==> src/rtl/sciacc_pkg.sv <==
//------------------------------------------------------------------------------
// sciacc_pkg
//   Shared types and width helpers for the response-data RAM write scheduler.
//   Revision: 1.0
//------------------------------------------------------------------------------
`default_nettype none

package sciacc_pkg;

    typedef enum logic [1:0] {
        IDLE      = 2'd0,
        FILL      = 2'd1,
        CLOSE     = 2'd2,
        WAIT_SLOT = 2'd3
    } ram_wr_sched_state_e;

    localparam int RAM_WR_NUM_SLOTS_DEF  = 4;
    localparam int RAM_WR_SLOT_WORDS_DEF = 256;

    // Index width for a ring of n slots (never narrower than one bit).
    function automatic int slot_idx_width(input int n);
        return (n > 1) ? $clog2(n) : 1;
    endfunction

    // Width able to hold a batch length of 0..w words inclusive.
    function automatic int len_width(input int w);
        return $clog2(w) + 1;
    endfunction

endpackage

`default_nettype wire

==> src/rtl/ram_wr_idle_timer.sv <==
//------------------------------------------------------------------------------
// ram_wr_idle_timer
//   Idle-cycle counter; o_expire flags the cycle the count reaches TIMEOUT_CYC-1.
//   Revision: 1.0
//------------------------------------------------------------------------------
`default_nettype none

module ram_wr_idle_timer #(
    parameter int TIMEOUT_CYC = 1024
) (
    input  logic clk,
    input  logic rst,
    input  logic i_clear,
    input  logic i_count_en,
    output logic o_expire
);

    localparam int c_cnt_w = (TIMEOUT_CYC > 1) ? $clog2(TIMEOUT_CYC) : 1;

    logic [c_cnt_w-1:0] r_cnt;
    logic               w_at_limit;

    assign w_at_limit = (r_cnt == c_cnt_w'(TIMEOUT_CYC - 1));
    assign o_expire   = i_count_en && !i_clear && w_at_limit;

    always_ff @(posedge clk) begin
        if (rst || i_clear || !i_count_en) begin
            r_cnt <= '0;
        end else if (!w_at_limit) begin
            r_cnt <= r_cnt + c_cnt_w'(1);
        end
    end

endmodule

`default_nettype wire

==> src/rtl/ram_wr_batch_sched.sv <==
//------------------------------------------------------------------------------
// ram_wr_batch_sched
//   Ring-of-slots batch scheduler for the RAM write DMA; optional idle
//   auto-flush enabled by RAM_WR_SCHED_TIMEOUT_EN.
//   Revision: 1.0
//------------------------------------------------------------------------------
`default_nettype none

module ram_wr_batch_sched
    import sciacc_pkg::*;
#(
    parameter int RAM_ADDR_WIDTH = 16,
    parameter int NUM_SLOTS      = RAM_WR_NUM_SLOTS_DEF,
    parameter int SLOT_WORDS     = RAM_WR_SLOT_WORDS_DEF
`ifdef RAM_WR_SCHED_TIMEOUT_EN
    ,
    parameter int TIMEOUT_CYC    = 1024
`endif
) (
    input  logic                                  clk,
    input  logic                                  reset,
    input  logic                                  cfg_start,
    input  logic [RAM_ADDR_WIDTH-1:0]             cfg_base,
    input  logic                                  cfg_abort,
    input  logic                                  cfg_flush,
    input  logic                                  wr_done,
    input  logic                                  slot_release,
    output logic [RAM_ADDR_WIDTH-1:0]             base_addr,
    output logic                                  wr_allow,
    output logic                                  batch_done,
    output logic [slot_idx_width(NUM_SLOTS)-1:0]  done_slot,
    output logic [len_width(SLOT_WORDS)-1:0]      done_len,
    output logic [slot_idx_width(NUM_SLOTS):0]    occupancy,
    output logic                                  err
);

    localparam int c_slot_w = slot_idx_width(NUM_SLOTS);
    localparam int c_len_w  = len_width(SLOT_WORDS);
    localparam int c_occ_w  = c_slot_w + 1;
    localparam int c_off_w  = $clog2(SLOT_WORDS);

    ram_wr_sched_state_e         r_state, w_state;
    logic [RAM_ADDR_WIDTH-1:0]   r_region_base, w_region_base;
    logic [c_slot_w-1:0]         r_cur_slot, w_cur_slot;
    logic [c_len_w-1:0]          r_wr_cnt, w_wr_cnt;
    logic [c_len_w-1:0]          r_done_len, w_done_len;
    logic [c_occ_w-1:0]          r_occupancy, w_occupancy;
    logic                        r_err, w_err;
    logic                        w_rel_ok;
    logic                        w_err_evt;
    logic                        w_flush;
    logic                        w_timeout;

`ifdef RAM_WR_SCHED_TIMEOUT_EN
    ram_wr_idle_timer #(
        .TIMEOUT_CYC (TIMEOUT_CYC)
    ) u_idle_timer (
        .clk        (clk),
        .rst        (reset),
        .i_clear    (wr_done),
        .i_count_en ((r_state == FILL) && (r_wr_cnt != '0)),
        .o_expire   (w_timeout)
    );
`else
    assign w_timeout = 1'b0;
`endif

    assign w_flush   = cfg_flush || w_timeout;
    assign w_rel_ok  = slot_release && (r_occupancy != '0);
    assign w_err_evt = (wr_done && (r_state != FILL)) ||
                       (slot_release && (r_occupancy == '0));

    always_comb begin
        w_state       = r_state;
        w_region_base = r_region_base;
        w_cur_slot    = r_cur_slot;
        w_wr_cnt      = r_wr_cnt;
        w_done_len    = r_done_len;
        w_occupancy   = w_rel_ok ? (r_occupancy - c_occ_w'(1)) : r_occupancy;
        w_err         = r_err || w_err_evt;

        case (r_state)
            IDLE: begin
                if (cfg_start) begin
                    w_state       = FILL;
                    w_region_base = cfg_base;
                    w_cur_slot    = '0;
                    w_wr_cnt      = '0;
                    w_occupancy   = '0;
                    w_err         = 1'b0;
                end
            end
            FILL: begin
                if (wr_done && (r_wr_cnt == c_len_w'(SLOT_WORDS - 1))) begin
                    w_state    = CLOSE;
                    w_done_len = c_len_w'(SLOT_WORDS);
                    w_wr_cnt   = '0;
                end else if (w_flush && ((r_wr_cnt != '0) || wr_done)) begin
                    w_state    = CLOSE;
                    w_done_len = r_wr_cnt + c_len_w'(wr_done);
                    w_wr_cnt   = '0;
                end else if (wr_done) begin
                    w_wr_cnt   = r_wr_cnt + c_len_w'(1);
                end
            end
            CLOSE: begin
                // A release landing on the close cancels the increment.
                w_cur_slot  = r_cur_slot + c_slot_w'(1);
                w_wr_cnt    = '0;
                w_occupancy = w_rel_ok ? r_occupancy : (r_occupancy + c_occ_w'(1));
                w_state     = (w_occupancy == c_occ_w'(NUM_SLOTS)) ? WAIT_SLOT : FILL;
            end
            WAIT_SLOT: begin
                if (w_rel_ok) begin
                    w_state = FILL;
                end
            end
            default: w_state = IDLE;
        endcase

        if (cfg_abort) begin
            w_state     = IDLE;
            w_wr_cnt    = '0;
            w_occupancy = '0;
            w_err       = r_err || w_err_evt;
        end
    end

    always_ff @(posedge clk) begin
        if (reset) begin
            r_state       <= IDLE;
            r_region_base <= '0;
            r_cur_slot    <= '0;
            r_wr_cnt      <= '0;
            r_done_len    <= '0;
            r_occupancy   <= '0;
            r_err         <= 1'b0;
        end else begin
            r_state       <= w_state;
            r_region_base <= w_region_base;
            r_cur_slot    <= w_cur_slot;
            r_wr_cnt      <= w_wr_cnt;
            r_done_len    <= w_done_len;
            r_occupancy   <= w_occupancy;
            r_err         <= w_err;
        end
    end

    assign base_addr  = r_region_base + (RAM_ADDR_WIDTH'(r_cur_slot) << c_off_w);
    assign wr_allow   = (r_state == FILL);
    assign batch_done = (r_state == CLOSE);
    assign done_slot  = batch_done ? r_cur_slot : '0;
    assign done_len   = batch_done ? r_done_len : '0;
    assign occupancy  = r_occupancy;
    assign err        = r_err;

endmodule

`default_nettype wire

==> config.mk <==
export PLATFORM = sky130hd
export DESIGN_NAME = ram_wr_batch_sched
export DESIGN_NICKNAME = d
export VERILOG_FILES = /design/src/rtl/sciacc_pkg.sv /design/src/rtl/ram_wr_idle_timer.sv /design/src/rtl/ram_wr_batch_sched.sv
export SDC_FILE = /design/constraint.sdc
export NUM_CORES = 1
export LEC_CHECK = 0
export ABC_CLOCK_PERIOD_IN_PS = 2700
export CORE_ASPECT_RATIO = 1.25
export CORE_MARGIN = 3
export CORE_UTILIZATION = 40
export CTS_BUF_LIST = sky130_fd_sc_hd__clkbuf_8
export CTS_CLUSTER_DIAMETER = 40
export DETAILED_ROUTE_END_ITERATION = 8
export GPL_TIMING_DRIVEN = 0
export PLACE_DENSITY = 0.66
export SLEW_MARGIN = 20
export SYNTH_ARGS = -nofsm -noshare
export SYNTH_HDL_FRONTEND = slang
export SYNTH_HIERARCHICAL = 1
export SYNTH_SLANG_ARGS = --single-unit
export TNS_END_PERCENT = 1
==> constraint.sdc <==
create_clock -name clk -period 2.7 [get_ports clk]
set_input_delay 0.54 -clock clk [delete_from_list [all_inputs] [get_ports clk]]
set_output_delay 0.54 -clock clk [all_outputs]
set_load 0.05 [all_outputs]
==> results.toml, run 1 <==
[cts]
clkTransAtPathRegs_ps = 80
root_buffer = "sky130_fd_sc_hd__clkbuf_8"
cts-htree-levels = 2
source_to_sink_clock_delay_at_the_later_pin_of_the_worst_skew_pair_ps = 300
number_of_sinks_on_the_clock_net = 42
cts_max_path_buffers = 2
tritoncts_clock_tree = "built"
numCtsBuffers = 5

[global_routing]
first_global_vias = 2127
grt_first_pass_wirelength_um = 9473
antenna_found_initial = 0
grt_remaining_overflow = 0
grt_use_total_pct = 16.38
pin_count_of_the_biggest_net_entering_global_routing = 13

[timing]
rsz_0062_raised_after_global_routing = "false"
count_of_endpoints_failing_setup_in_the_final_report = 0
fin_crit_ps = 2540
timing.final.hold_violations = 0
transition_time_at_the_pin_with_the_least_slew_margin_ps = 591.0
fmax_ghz = 0.3937
slew-limit-headroom_pct = 60.45
report.final.slew_viol_count = 0
hold_slack_ps = 446.2
skew_ps = 9.629
min_period_over_period_pct = 94.07

[floorplan]
floorplan.initialDensity_pct = 41.79
area_of_the_core_um2 = 5896
num_io_pins = 56
rows = 31
die_area_um2 = 7143
die_w_um = 76.20
die_span_y_um = 93.75

[yosys]
synthesis.area_um2 = 2464
edff_count_synth = 0
syn_avg_cell_area_um2 = 8.077
synth_async_reset_ratio_pct = 0
yosys_warnings = 6
postSynthNetCount = 345
seq_area_frac_synth_pct = 34.13
synthCells = 305
post_synth_num_cell_types = 50
synth-seq-cells = 42
ys.flop_type = "sky130_fd_sc_hd__dfxtp_1"

[final_layout]
post_route_cells_drive_above_1_share_pct = 14.44
final_nets = 406
postLayoutCoreUtil_pct = 54.41
post_layout_nonfiller_instances = 449
antennaDiodeCount = 0
final_cell_area_um2 = 3208
area_growth_synth_to_finish_pct = 30.22

[pwr]
p_sw_share_pct = 28.60
power_frac_comb_pct = 17.8
seq_power_share_pct = 49.8
power.leakage_nw = 1.282
pwr_density_cell_nw_per_um2 = 406.7
cellInternalPower_mw = 0.9316
power.net_switching_mw = 0.3732
power_frac_clock_pct = 32.4
vdd_drop_max_mv = 0.2607

[worst_setup_path]
required_time_at_the_worst_slack_endpoint_ps = 2160
cp_num_buf_inv = 1
critPathTopFamily = "buffers and inverters"
cp_launch_type = "register"
largest_fanout_on_the_critical_path = 4
worst_path_max_delay_cell = "sky130_fd_sc_hd__dlygate4sd2_1"
ordered_list_of_cells_on_the_worst_path = "ha_1, a21o_1, nand2_1, nor2_1, xor2_1, dlygate4sd2_1"
worst_r2r_path_cells = 9
path_depth = 6
setup.worst_path.class = "reg2out"
max_stage_delay_ps = 560
worst_ep_arrival_time_ps = 2000
crit_path_end_kind = "output port"

[detailed_routing]
total_length_of_routed_wires_um = 5669
final_routed_wire_length_divided_by_cell_count_um = 12.63
routed-via-count = 2240
dr.pass1.iters = 4
detail_route.vias_per_cell = 4.989
final_antenna_net_count = 0
drc = 0
drt_iter0_drc = 124

[outcome]
run_status = "completed"

[placed_design]
quantity_of_i_o_buffers_inserted_on_ports = 54
place.gp.congestion = 0.8373
dp_hpwl_um = 4317
placed_cells = 441
post_place_cell_area_um2 = 3107

[hold_path]
whs_path_depth = 2
worst_min_delay_path_class = "reg2reg"

[run]
max-cap-violations = 0
[per-stage QoR]
| stage | power [mW] | setup WS [ps] | TNS (ps) |
|---|---|---|---|
| floorplan | 0.8137 | 77.66 | 0 |
| global placement | 0.9012 | -207.5 | -1742 |
| detailed placement | 0.9031 | -177.8 | -1642 |
| CTS | 1.321 | -113.5 | -113.5 |
| global route | 1.364 | 8.162 | 0 |
| finish | 1.305 | 160.0 | 0 |
[power by group through the flow]
stage	Combinational (mW)	Sequential (mW)	Clock (mW)
4_1_cts	0.235	0.651	0.436
6_report	0.233	0.650	0.422
2_1_floorplan	0.147	0.667	0
5_1_grt	0.252	0.653	0.459
3_5_place_dp	0.238	0.665	0
3_3_place_gp	0.236	0.665	0
[Yosys cell counts (4+ instances only)]
cell type | count | area, um2
sky130_fd_sc_hd__nand2_1 | 58 | 217.7
sky130_fd_sc_hd__dfxtp_1 | 42 | 840.8
sky130_fd_sc_hd__a21oi_1 | 28 | 140.1
sky130_fd_sc_hd__nor2_1 | 19 | 71.32
sky130_fd_sc_hd__ha_1 | 16 | 200.2
sky130_fd_sc_hd__inv_1 | 14 | 52.55
sky130_fd_sc_hd__and2_1 | 12 | 75.07
sky130_fd_sc_hd__buf_4 | 12 | 90.09
sky130_fd_sc_hd__xnor2_1 | 11 | 96.34
sky130_fd_sc_hd__o21ai_0 | 10 | 50.05
sky130_fd_sc_hd__nand3_1 | 8 | 40.04
sky130_fd_sc_hd__clkbuf_1 | 7 | 26.28
sky130_fd_sc_hd__nand4_1 | 6 | 37.54
sky130_fd_sc_hd__nor3_1 | 6 | 30.03
sky130_fd_sc_hd__a31oi_1 | 4 | 25.02
sky130_fd_sc_hd__and3_1 | 4 | 25.02
[kinds of logic (layout without fill, tap and decap cells)]
family / count (synthesis) / count (layout) / share of synthesized area (%)
mux: 2 / 2 / 0.8634
xor+xnor: 14 / 14 / 4.977
simple gates: 130 / 130 / 25.80
compound gates: 63 / 63 / 16.86
fa+ha+maj: 17 / 17 / 8.938
buf+inv: 37 / 99 / 8.431
flops: 42 / 42 / 34.13
[timing repair]
item | CTS | global route
cloned | 0 | 0
pin swaps | 0 | 1
endpoints found under the setup margin | 18 | 15
buffers inserted | 0 | 0
gates resized for setup | 45 | 11
hold buffers | 0 | 0
[worst paths after layout]
kind,startpoint,end,slack [ps]
worst min register to register,r_done_len[6],r_done_len[6],450
worst min-delay path,r_done_len[6],r_done_len[6],450
worst max register to register,r_wr_cnt[1],r_wr_cnt[7],250
worst max-delay path,r_cur_slot[1],base_addr[13],160
[worst register-to-register path: stages (launching register included)]
cell and delay, ps:
sky130_fd_sc_hd__dfxtp_1 440, sky130_fd_sc_hd__ha_1 270, sky130_fd_sc_hd__nand3_1 160, sky130_fd_sc_hd__nor2_1 130
sky130_fd_sc_hd__ha_1 170, sky130_fd_sc_hd__a21oi_1 120, sky130_fd_sc_hd__a31oi_1 430, sky130_fd_sc_hd__nor2_1 180
sky130_fd_sc_hd__and3_1 220, sky130_fd_sc_hd__a211o_1 210
[flip-flops by register name (all words and copies together), names as in the netlist]
register	cells
r_wr_cnt	9
r_state	2
occupancy	3
r_done_len	9
r_region_base	16
r_cur_slot	2
err	1
[layer usage]
metal  share of wire [%]  vias to the layer above  global-route usage, %  wire [um]
li1                    -                     1152                      -          -
met1                  43                     1002                  17.54       2421
met2                  48                       73                  29.59       2742
met3                 6.3                       13                  5.086        358
met4                 2.6                        0                  7.402        146
met5                   0                        -                      0          0
[cells in the final DEF, fill, tap and decap left out, drive strengths merged, types with 6 or more instances in the layout]
master / Yosys / routed
clkbuf: 7 / 13
dlygate4sd2: 0 / 6
clkdlybuf4s15: 0 / 10
clkdlybuf4s50: 0 / 36
nand4: 6 / 6
dfxtp: 42 / 42
and2: 12 / 12
inv: 14 / 15
nor3: 7 / 7
o21ai: 10 / 10
nor2: 20 / 20
xnor2: 11 / 11
ha: 16 / 16
nand3: 8 / 8
a21oi: 29 / 29
buf: 16 / 18
nand2: 58 / 58
[final cells by class]
type | count | area [um2]
fill | 583 | 2688
timing repair buffer | 54 | 538.0
tap | 82 | 102.6
sequential | 42 | 845.8
multi-input combinational | 226 | 1420
buffer | 23 | 157.7
inverter | 14 | 52.55
clock inverter | 2 | 8.758
clock buffer | 6 | 82.58
Power figures use the tool's default switching activity.
==> run 2, diff against run 1 <==
CAP_MARGIN = 20   (was not set)
==> results of run 2 <==
Final layout, timing and power as in run 1 (identical DEF).
==> run 3, diff against run 2 <==
CORE_UTILIZATION = 52   (was 40)
PLACE_DENSITY = 0.82   (was 0.66)
==> run 3 against run 2 <==
Hold slack better by 4.1 ps. Routed wire length shrank 0.39%. Flip-flop and latch count stayed put. Sequential power hardly changed.
==> results.toml, run 3 (synthesis gave the netlist of run 1 again) <==
[outcome]
run_status = "completed"

[final_layout]
layout_commonest_cell = "sky130_fd_sc_hd__nand2_1"
fill_cells = 390
final_nets = 406
reg.largest.list = "r_region_base x16, r_done_len x9, r_wr_cnt x9"
antennaDiodeCount = 0
postLayoutCoreUtil_pct = 70.96
most-common-layout-cells = "sky130_fd_sc_hd__nand2_1, sky130_fd_sc_hd__dfxtp_1, sky130_fd_sc_hd__clkdlybuf4s50_1"
top_register = "r_region_base"
final_cell_area_um2 = 3188
post_route_cells_drive_above_1_share_pct = 13.62
largest_register_ffs = 16
area_growth_synth_to_finish_pct = 29.41

[timing]
count_of_endpoints_failing_setup_in_the_final_report = 0
slew-limit-headroom_pct = 59.41
totalNegativeSetupSlack_ps = 0
rsz_0062_raised_after_global_routing = "false"
skew_ps = 9.781
timing.final.hold_violations = 0
transition_time_at_the_pin_with_the_least_slew_margin_ps = 606.6
fin_crit_ps = 2577
min_period_over_period_pct = 95.44
fmax_ghz = 0.3881
report.final.slew_viol_count = 0

[cts]
root_buffer = "sky130_fd_sc_hd__clkbuf_8"
cts-htree-levels = 2
cts_max_path_buffers = 2
number_of_sinks_on_the_clock_net = 42
source_to_sink_clock_delay_at_the_later_pin_of_the_worst_skew_pair_ps = 300
hold_buffers = 0
clkTransAtPathRegs_ps = 90
tritoncts_clock_tree = "built"
numCtsBuffers = 5
post-cts-setup-buffers = 0

[pwr]
power.leakage_nw = 1.283
vdd_drop_max_mv = 0.2906
pwr_density_cell_nw_per_um2 = 432.1

[floorplan]
floorplan.initialDensity_pct = 54.83
area_of_the_core_um2 = 4493
rows = 27
die_span_y_um = 82.96
num_io_pins = 56
die_w_um = 67.57
die_area_um2 = 5605

[detailed_routing]
drt_iter0_drc = 117
drc = 0
m1WireLength_um = 2218
top_signal_layer_used = "met4"
final_antenna_net_count = 0
dr.pass1.iters = 4
detail_route.vias_per_cell = 5.315
routed-via-count = 2259
final_routed_wire_length_divided_by_cell_count_um = 13.29
total_length_of_routed_wires_um = 5647
routed-wl-met2_um = 3020
met3WireLength_um = 292

[worst_setup_path]
worst_ep_arrival_time_ps = 2040
worst_r2r_path_cells = 9
required_time_at_the_worst_slack_endpoint_ps = 2160
critical_path.startpoint = "r_cur_slot[0]"
worstReg2RegEnd = "r_wr_cnt[7]"
cp_launch_type = "register"
reg2reg_slack_ps = 220
endpoint = "base_addr[10]"
critical_path.reg2reg.startpoint = "r_wr_cnt[0]"
crit_path_end_kind = "output port"
setup.worst_path.class = "reg2out"
largest_fanout_on_the_critical_path = 5

[placed_design]
quantity_of_i_o_buffers_inserted_on_ports = 54
post_place_cell_area_um2 = 3077
dp_hpwl_um = 4300
place.gp.congestion = 0.8321

[hold_path]
worst_min_delay_path_class = "reg2reg"

[global_routing]
grt_first_pass_wirelength_um = 9625
grt_use_total_pct = 21.71
pin_count_of_the_biggest_net_entering_global_routing = 14
antenna_found_initial = 0
first_global_vias = 2218
grt_remaining_overflow = 0

[run]
max-cap-violations = 0
## run 3: stage by stage
stage	hold WS, ps	power (mW)	instances	setup slack (ps)
floorplan	416.7	0.8137	305	77.66
finish	450.3	1.377	425	123.2
CTS	453.7	1.382	425	-85.34
global placement	428.0	0.8991	417	-173.1
global route	457.2	1.432	425	22.05
detailed placement	436.3	0.9020	417	-175.5
## run 3: report_power, final
group | switching, mW | internal (mW) | leakage [nW]
clock | 0.221 | 0.272 | 0.0556
combinational | 0.140 | 0.0930 | 0.885
sequential | 0.0142 | 0.637 | 0.342
total | 0.375 | 1.00 | 1.28
## run 3: metal layers
layer,vias to the layer above,GRT usage [%]
met3,10,5.683
met1,1036,22.81
li1,1147,-
met5,-,0
met2,66,39.42
met4,0,8.118
## run 3: cell type report
cell class | instances | area [um2] | share of cell area (%)
buffer | 23 | 157.7 | 4.945
clock buffer | 5 | 68.82 | 2.159
clock inverter | 3 | 41.29 | 1.295
inverter | 14 | 52.55 | 1.648
multi-input combinational | 226 | 1415 | 44.39
sequential | 42 | 842.1 | 26.41
tap | 58 | 72.57 | 2.276
timing repair buffer | 54 | 538.0 | 16.88
## run 3: worst min-delay path by stage
stage                             start            end  slack [ps]  cells past startpoint
final                     r_done_len[3]  r_done_len[3]         450                      2
after global routing              reset            err         460                      2
after CTS                 r_done_len[3]  r_done_len[3]         450                      2
after detailed placement  r_done_len[3]  r_done_len[3]         440                      2
after global placement    r_done_len[5]  r_done_len[5]         430                      2
after floorplan           r_done_len[2]  r_done_len[2]         420                      2
## run 3: repair_timing
action / 4_1_cts / 5_1_grt
endpoints found under the setup margin: 18 / 13
gates resized for setup: 45 / 6
pin swaps: 0 / 0
## run 3: worst max-delay path, stage by stage, from the launching register on
cell and delay [ps]:
sky130_fd_sc_hd__dfxtp_2 380, sky130_fd_sc_hd__ha_1 180, sky130_fd_sc_hd__inv_1 60, sky130_fd_sc_hd__fa_1 400
sky130_fd_sc_hd__xnor2_1 170, sky130_fd_sc_hd__dlygate4sd2_1 550
